`src/rtl/nn_link_responder.sv`:
```
// rtl/nn_link_responder.sv - perceptron serial-link packet responder; NN_LINK_TIMEOUT_EN adds an inter-byte payload timeout
module nn_link_responder #(
    parameter logic [7:0] OP_READ               = 8'd5,
    parameter logic [7:0] OP_WRITE_WEIGHTS      = 8'd50,
    parameter logic [7:0] OP_WRITE_INPUTS       = 8'd51,
    parameter logic [7:0] OP_READ_RESPONSE      = 8'd100,
    parameter logic [7:0] OP_WRITE_RESPONSE_OK  = 8'd101,
    parameter logic [7:0] OP_WRITE_RESPONSE_ERR = 8'd102,
    parameter int         TIMEOUT_CYCLES        = 120000
) (
    input  logic        clk,
    input  logic        rst,
    input  logic        rx_valid,
    input  logic [7:0]  rx_data,
    input  logic        rx_error,
    output logic        tx_start,
    output logic [7:0]  tx_data,
    input  logic        tx_busy,
    input  logic [15:0] result,
    output logic [15:0] weight1,
    output logic [15:0] weight2,
    output logic [15:0] input1,
    output logic [15:0] input2,
    output logic        load_weights,
    output logic        load_inputs
);

    typedef enum logic [2:0] {
        S_IDLE,
        S_RX_PAYLOAD,
        S_COMMIT,
        S_TX_LOAD,
        S_TX_REQ,
        S_TX_WAIT
    } state_t;

    state_t      state;
    logic [7:0]  shadow [0:7];
    logic [2:0]  tx_len;
    logic [2:0]  tx_idx;
    logic [2:0]  pay_cnt;
    logic [23:0] pay;
    logic        tgt_weights;

`ifdef NN_LINK_TIMEOUT_EN
    localparam int TW = (TIMEOUT_CYCLES > 1) ? $clog2(TIMEOUT_CYCLES) : 1;
    logic [TW-1:0] to_cnt;
`endif

    always_ff @(posedge clk) begin
        if (rst) begin
            state        <= S_IDLE;
            tx_start     <= 1'b0;
            tx_data      <= '0;
            tx_len       <= '0;
            tx_idx       <= '0;
            pay_cnt      <= '0;
            pay          <= '0;
            tgt_weights  <= 1'b0;
            weight1      <= '0;
            weight2      <= '0;
            input1       <= '0;
            input2       <= '0;
            load_weights <= 1'b0;
            load_inputs  <= 1'b0;
            for (int i = 0; i < 8; i++) shadow[i] <= '0;
`ifdef NN_LINK_TIMEOUT_EN
            to_cnt       <= '0;
`endif
        end else begin
            load_weights <= 1'b0;
            load_inputs  <= 1'b0;
            case (state)
                S_IDLE: begin
                    if (rx_valid) begin
                        tx_idx  <= '0;
                        pay_cnt <= '0;
                        if (rx_data == OP_READ) begin
                            // Snapshot in the opcode cycle keeps all 7 bytes coherent.
                            shadow[0] <= OP_READ_RESPONSE;
                            shadow[1] <= weight1[15:8];
                            shadow[2] <= weight1[7:0];
                            shadow[3] <= weight2[15:8];
                            shadow[4] <= weight2[7:0];
                            shadow[5] <= result[15:8];
                            shadow[6] <= result[7:0];
                            tx_len    <= 3'd7;
                            state     <= S_TX_LOAD;
                        end else if (rx_data == OP_WRITE_WEIGHTS || rx_data == OP_WRITE_INPUTS) begin
                            tgt_weights <= (rx_data == OP_WRITE_WEIGHTS);
                            state       <= S_RX_PAYLOAD;
`ifdef NN_LINK_TIMEOUT_EN
                            to_cnt      <= '0;
`endif
                        end else begin
                            shadow[0] <= OP_WRITE_RESPONSE_ERR;
                            tx_len    <= 3'd1;
                            state     <= S_TX_LOAD;
                        end
                    end
                end
                S_RX_PAYLOAD: begin
`ifdef NN_LINK_TIMEOUT_EN
                    to_cnt <= to_cnt + TW'(1);
`endif
                    if (rx_error) begin
                        shadow[0] <= OP_WRITE_RESPONSE_ERR;
                        tx_len    <= 3'd1;
                        state     <= S_TX_LOAD;
                    end else if (rx_valid) begin
`ifdef NN_LINK_TIMEOUT_EN
                        to_cnt  <= '0;
`endif
                        pay_cnt <= pay_cnt + 3'd1;
                        pay     <= {pay[15:0], rx_data};
                        // Fourth byte comes straight from rx_data so the write lands in the COMMIT cycle.
                        if (pay_cnt == 3'd3) begin
                            state <= S_COMMIT;
                            if (tgt_weights) begin
                                weight1      <= pay[23:8];
                                weight2      <= {pay[7:0], rx_data};
                                load_weights <= 1'b1;
                            end else begin
                                input1      <= pay[23:8];
                                input2      <= {pay[7:0], rx_data};
                                load_inputs <= 1'b1;
                            end
                        end
                    end
`ifdef NN_LINK_TIMEOUT_EN
                    else if (to_cnt == TW'(TIMEOUT_CYCLES - 1)) begin
                        shadow[0] <= OP_WRITE_RESPONSE_ERR;
                        tx_len    <= 3'd1;
                        state     <= S_TX_LOAD;
                    end
`endif
                end
                S_COMMIT: begin
                    shadow[0] <= OP_WRITE_RESPONSE_OK;
                    tx_len    <= 3'd1;
                    state     <= S_TX_LOAD;
                end
                S_TX_LOAD: begin
                    tx_data  <= shadow[tx_idx];
                    tx_start <= 1'b1;
                    state    <= S_TX_REQ;
                end
                S_TX_REQ: begin
                    if (tx_busy) begin
                        tx_start <= 1'b0;
                        state    <= S_TX_WAIT;
                    end
                end
                S_TX_WAIT: begin
                    if (!tx_busy) begin
                        tx_idx <= tx_idx + 3'd1;
                        state  <= (tx_idx + 3'd1 == tx_len) ? S_IDLE : S_TX_LOAD;
                    end
                end
                default: state <= S_IDLE;
            endcase
        end
    end

endmodule

```
`config.mk`:
```
export PLATFORM = sky130hd
export DESIGN_NAME = nn_link_responder
export DESIGN_NICKNAME = d
export VERILOG_FILES = /design/src/rtl/nn_link_responder.sv
export SDC_FILE = /design/constraint.sdc
export NUM_CORES = 1
export LEC_CHECK = 0
export BUFFER_PORTS_ARGS = -buffer_cell sky130_fd_sc_hd__buf_2
export CAP_MARGIN = 25
export CORE_UTILIZATION = 56
export CTS_CLUSTER_SIZE = 25
export DETAILED_ROUTE_END_ITERATION = 12
export PLACE_DENSITY = 0.79
export SETUP_SLACK_MARGIN = 0.05
export SYNTH_ARGS = -nofsm -noshare
export SYNTH_HDL_FRONTEND = slang
export SYNTH_SLANG_ARGS = --single-unit
```
`constraint.sdc`:
```
create_clock -name clk -period 2.9 [get_ports clk]
set_input_delay 0.29 -clock clk [delete_from_list [all_inputs] [get_ports clk]]
set_output_delay 0.29 -clock clk [all_outputs]
set_load 0.02 [all_outputs]
```
==> flow_metrics.tcl <==
set metrics [dict create \
    syn-mean-instance-area_um2 9.519 \
    ctsResizeCount 0 \
    internal-power_mw 3.911 \
    cts_root_buffer "clkbuf_16" \
    ys_types 51 \
    cp.required_ns 2.98 \
    fmax_mhz 418.0 \
    multiInputGateArea_um2 2532 \
    cts_buffer_depth 2 \
    cts_setup_buffers 0 \
    num-fill-cells 834 \
    clkTransAtPathRegs_ns 0.06 \
    cts_buffers 17 \
    p_seq_frac 0.490 \
    rows 38 \
    min_period_over_period 0.8249 \
    ys.flop_type "dfxtp_1" \
    max-cap-violations 0 \
    seq_area_um2 3664 \
    cts_tree "built" \
    finalNonFillerCells 920 \
    slew_headroom 0.3866 \
    grt_max_degree 95 \
    grtUsageMet3 0.06935 \
    drtIter0Drc 466 \
    avgRoutedWirePerCell_um 16.16 \
    synth_fp_nets 715 \
    start_kind "flip-flop" \
    htreeDepth 4 \
    grt_usage 0.2598 \
    clk_latency_ns 0.42 \
    synth-seq-cells 162 \
    met2_usage 0.4061 \
    drv_slew 0 \
    syn_to_final_growth_pct 17.42 \
    tightest_slew_ns 0.9202 \
    crit_path_max_fanout 32 \
    sw_frac_of_total 0.2335 \
    fin_util 0.6891 \
    syn-cell-area_um2 6501 \
    postCtsHoldBufs 0 \
    port-buffer-count 103 \
    vdd_drop_max_v 0.0006487 \
    report.power.total_mw 5.102 \
    dieWidth_um 109.7 \
    layout-drive-gt1-share 0.2077 \
    drc 0 \
    dp.cells 889 \
    fin_setup_tns_ns 0 \
    grt_pass1_wl_um 23430 \
    clock_sinks 162 \
    whs_ns 0.09965 \
    io_pins 104 \
    power_frac_clock 0.431 \
    cp.arrival_ns 2.47 \
    design_area_um2 7634 \
    hp-class "in2reg" \
    num_vias 5162 \
    layout_min_cycle_time_ns 2.392 \
    insertedDiodeCount 0 \
    power.density_nw_per_um2 668.3 \
    fp.coreArea_um2 11080 \
    synth_cells 683 \
    worstSetupPathType "reg2reg" \
    synthArstFlopShare 0 \
    start_util 0.5869 \
    pwr-share-comb 0.078 \
    fin_ws_ns 0.5079 \
    die_h_um 109.7 \
    avgViaCountPerCell 5.611 \
    antenna_found_initial 0 \
    finalWeightedCongestion 0.8777 \
    wl_um 14870 \
    yosysWarnings 0 \
    dr.pass1.iters 5 \
    grt_pass1_vias 4747 \
    synth-edff-count 42 \
    post-dp-hpwl_um 10040 \
    rsz0062_at_grt "no" \
    gr-max-usage-layer "met2" \
    hold_viol 0 \
    place_ws_ns 0.5132 \
    finClkSkew_ns 0.006599 \
    die-area_um2 12040 \
    gr-total-overflow 0 \
    yosysSeqAreaShare 0.5635 \
    antenna_left 0 \
    end_kind "flip-flop" \
    gr-usage-met1 0.3366 \
    placed_cell_area_um2 7039 \
    status "completed" \
    setup_viol 0 \
    power.switching_mw 1.191 \
    p_leak_nw 2.946 \
    final_nets 800 \
]
flip-flops by register name, summed over array words and instances (netlist names):
register      cells
tx_start          1
tx_len            2
weight1          16
pay_cnt           3
weight2          16
tx_data           8
pay              24
input2           16
input1           16
state             3
load_inputs       1
tgt_weights       1
shadow           51
tx_idx            3
load_weights      1
cell usage in the layout (no fill, tap or decap), types with 4 or more instances in the layout:
cell | synthesis | final
a21oi_1 | 108 | 108
dfxtp_1 | 120 | 120
mux2_2 | 6 | 6
a22oi_1 | 5 | 5
nor2b_1 | 6 | 6
inv_1 | 12 | 12
mux2i_1 | 13 | 13
and2_1 | 42 | 42
buf_4 | 5 | 15
a211o_1 | 6 | 6
nand3b_1 | 7 | 7
nor3_1 | 4 | 4
clkbuf_16 | 0 | 19
buf_2 | 13 | 102
edfxtp_1 | 42 | 42
nor2_1 | 8 | 8
nand2_1 | 188 | 188
o31ai_1 | 4 | 4
o21ai_0 | 6 | 6
a22o_1 | 9 | 9
nand2b_1 | 4 | 4
routing by layer:
metal | vias to the layer above | routed length [µm]
met4 | 0 | 398
li1 | 2501 | -
met2 | 201 | 7052
met5 | - | 0
met3 | 38 | 988
met1 | 2422 | 6430
layout make-up:
class / count / share of cell area
sequential: 162 / 0.4799
multi-input combinational: 458 / 0.3317
timing repair buffer: 117 / 0.08163
clock buffer: 25 / 0.06917
tap: 140 / 0.02295
clock inverter: 6 / 0.008687
inverter: 12 / 0.005901
final timing paths:
| kind | to | startpoint | slack (ns) | cells after the start |
|---|---|---|---|---|
| min reg2reg | shadow[0][5]$_SDFFE_PP1P_ | shadow[0][5]$_SDFFE_PP1P_ | 0.45 | 2 |
| min | shadow[6][5]$_SDFFE_PP0P_ | result[5] | 0.1 | 2 |
| max reg2reg | shadow[4][0]$_SDFFCE_PN0P_ | state[2]$_SDFFE_PP0P_ | 0.51 | 5 |
| max | shadow[4][0]$_SDFFCE_PN0P_ | state[2]$_SDFFE_PP0P_ | 0.51 | 5 |
kinds of logic after synthesis:
kind of cell    after synthesis  synth area share
flops                       162            0.5635
simple gates                274            0.1980
buf+inv                      63           0.04696
compound gates              158            0.1457
mux                          21           0.03733
xor+xnor                      2          0.002695
fa+ha+maj                     3          0.005774
Yosys cell counts (4+ instances only):
library cell / n / area (µm²)
a211o_1: 6 / 52.55
a21oi_1: 108 / 540.5
a22o_1: 9 / 78.83
a22oi_1: 5 / 37.54
and2_1: 42 / 262.8
buf_2: 13 / 65.06
buf_4: 5 / 37.54
buf_6: 4 / 45.04
clkbuf_1: 25 / 93.84
dfxtp_1: 120 / 2402
edfxtp_1: 42 / 1261
inv_1: 12 / 45.04
mux2_2: 6 / 67.56
mux2i_1: 13 / 130.1
nand2_1: 188 / 705.7
nand2b_1: 4 / 25.02
nand3b_1: 7 / 52.55
nor2_1: 8 / 30.03
nor2b_1: 6 / 37.54
nor3_1: 4 / 20.02
o21ai_0: 6 / 30.03
o31ai_1: 4 / 30.03
power groups by stage:
stage                     clock network, mW  registers [mW]  logic (mW)
after global routing                   2.33            2.51       0.439
after detailed placement                  0            2.55       0.393
after global placement                    0            2.54       0.381
after floorplan                           0            2.49       0.336
after CTS                              2.23            2.50       0.396
final                                  2.20            2.50       0.400
critical path: stages, from the launching register on:
cell and delay (ns):
dfxtp_1 0.51, nor4b_4 0.50, nand4_1 0.26, nor2b_1 0.30, inv_1 0.11, buf_4 0.35
(Power assumes the default switching activity.)
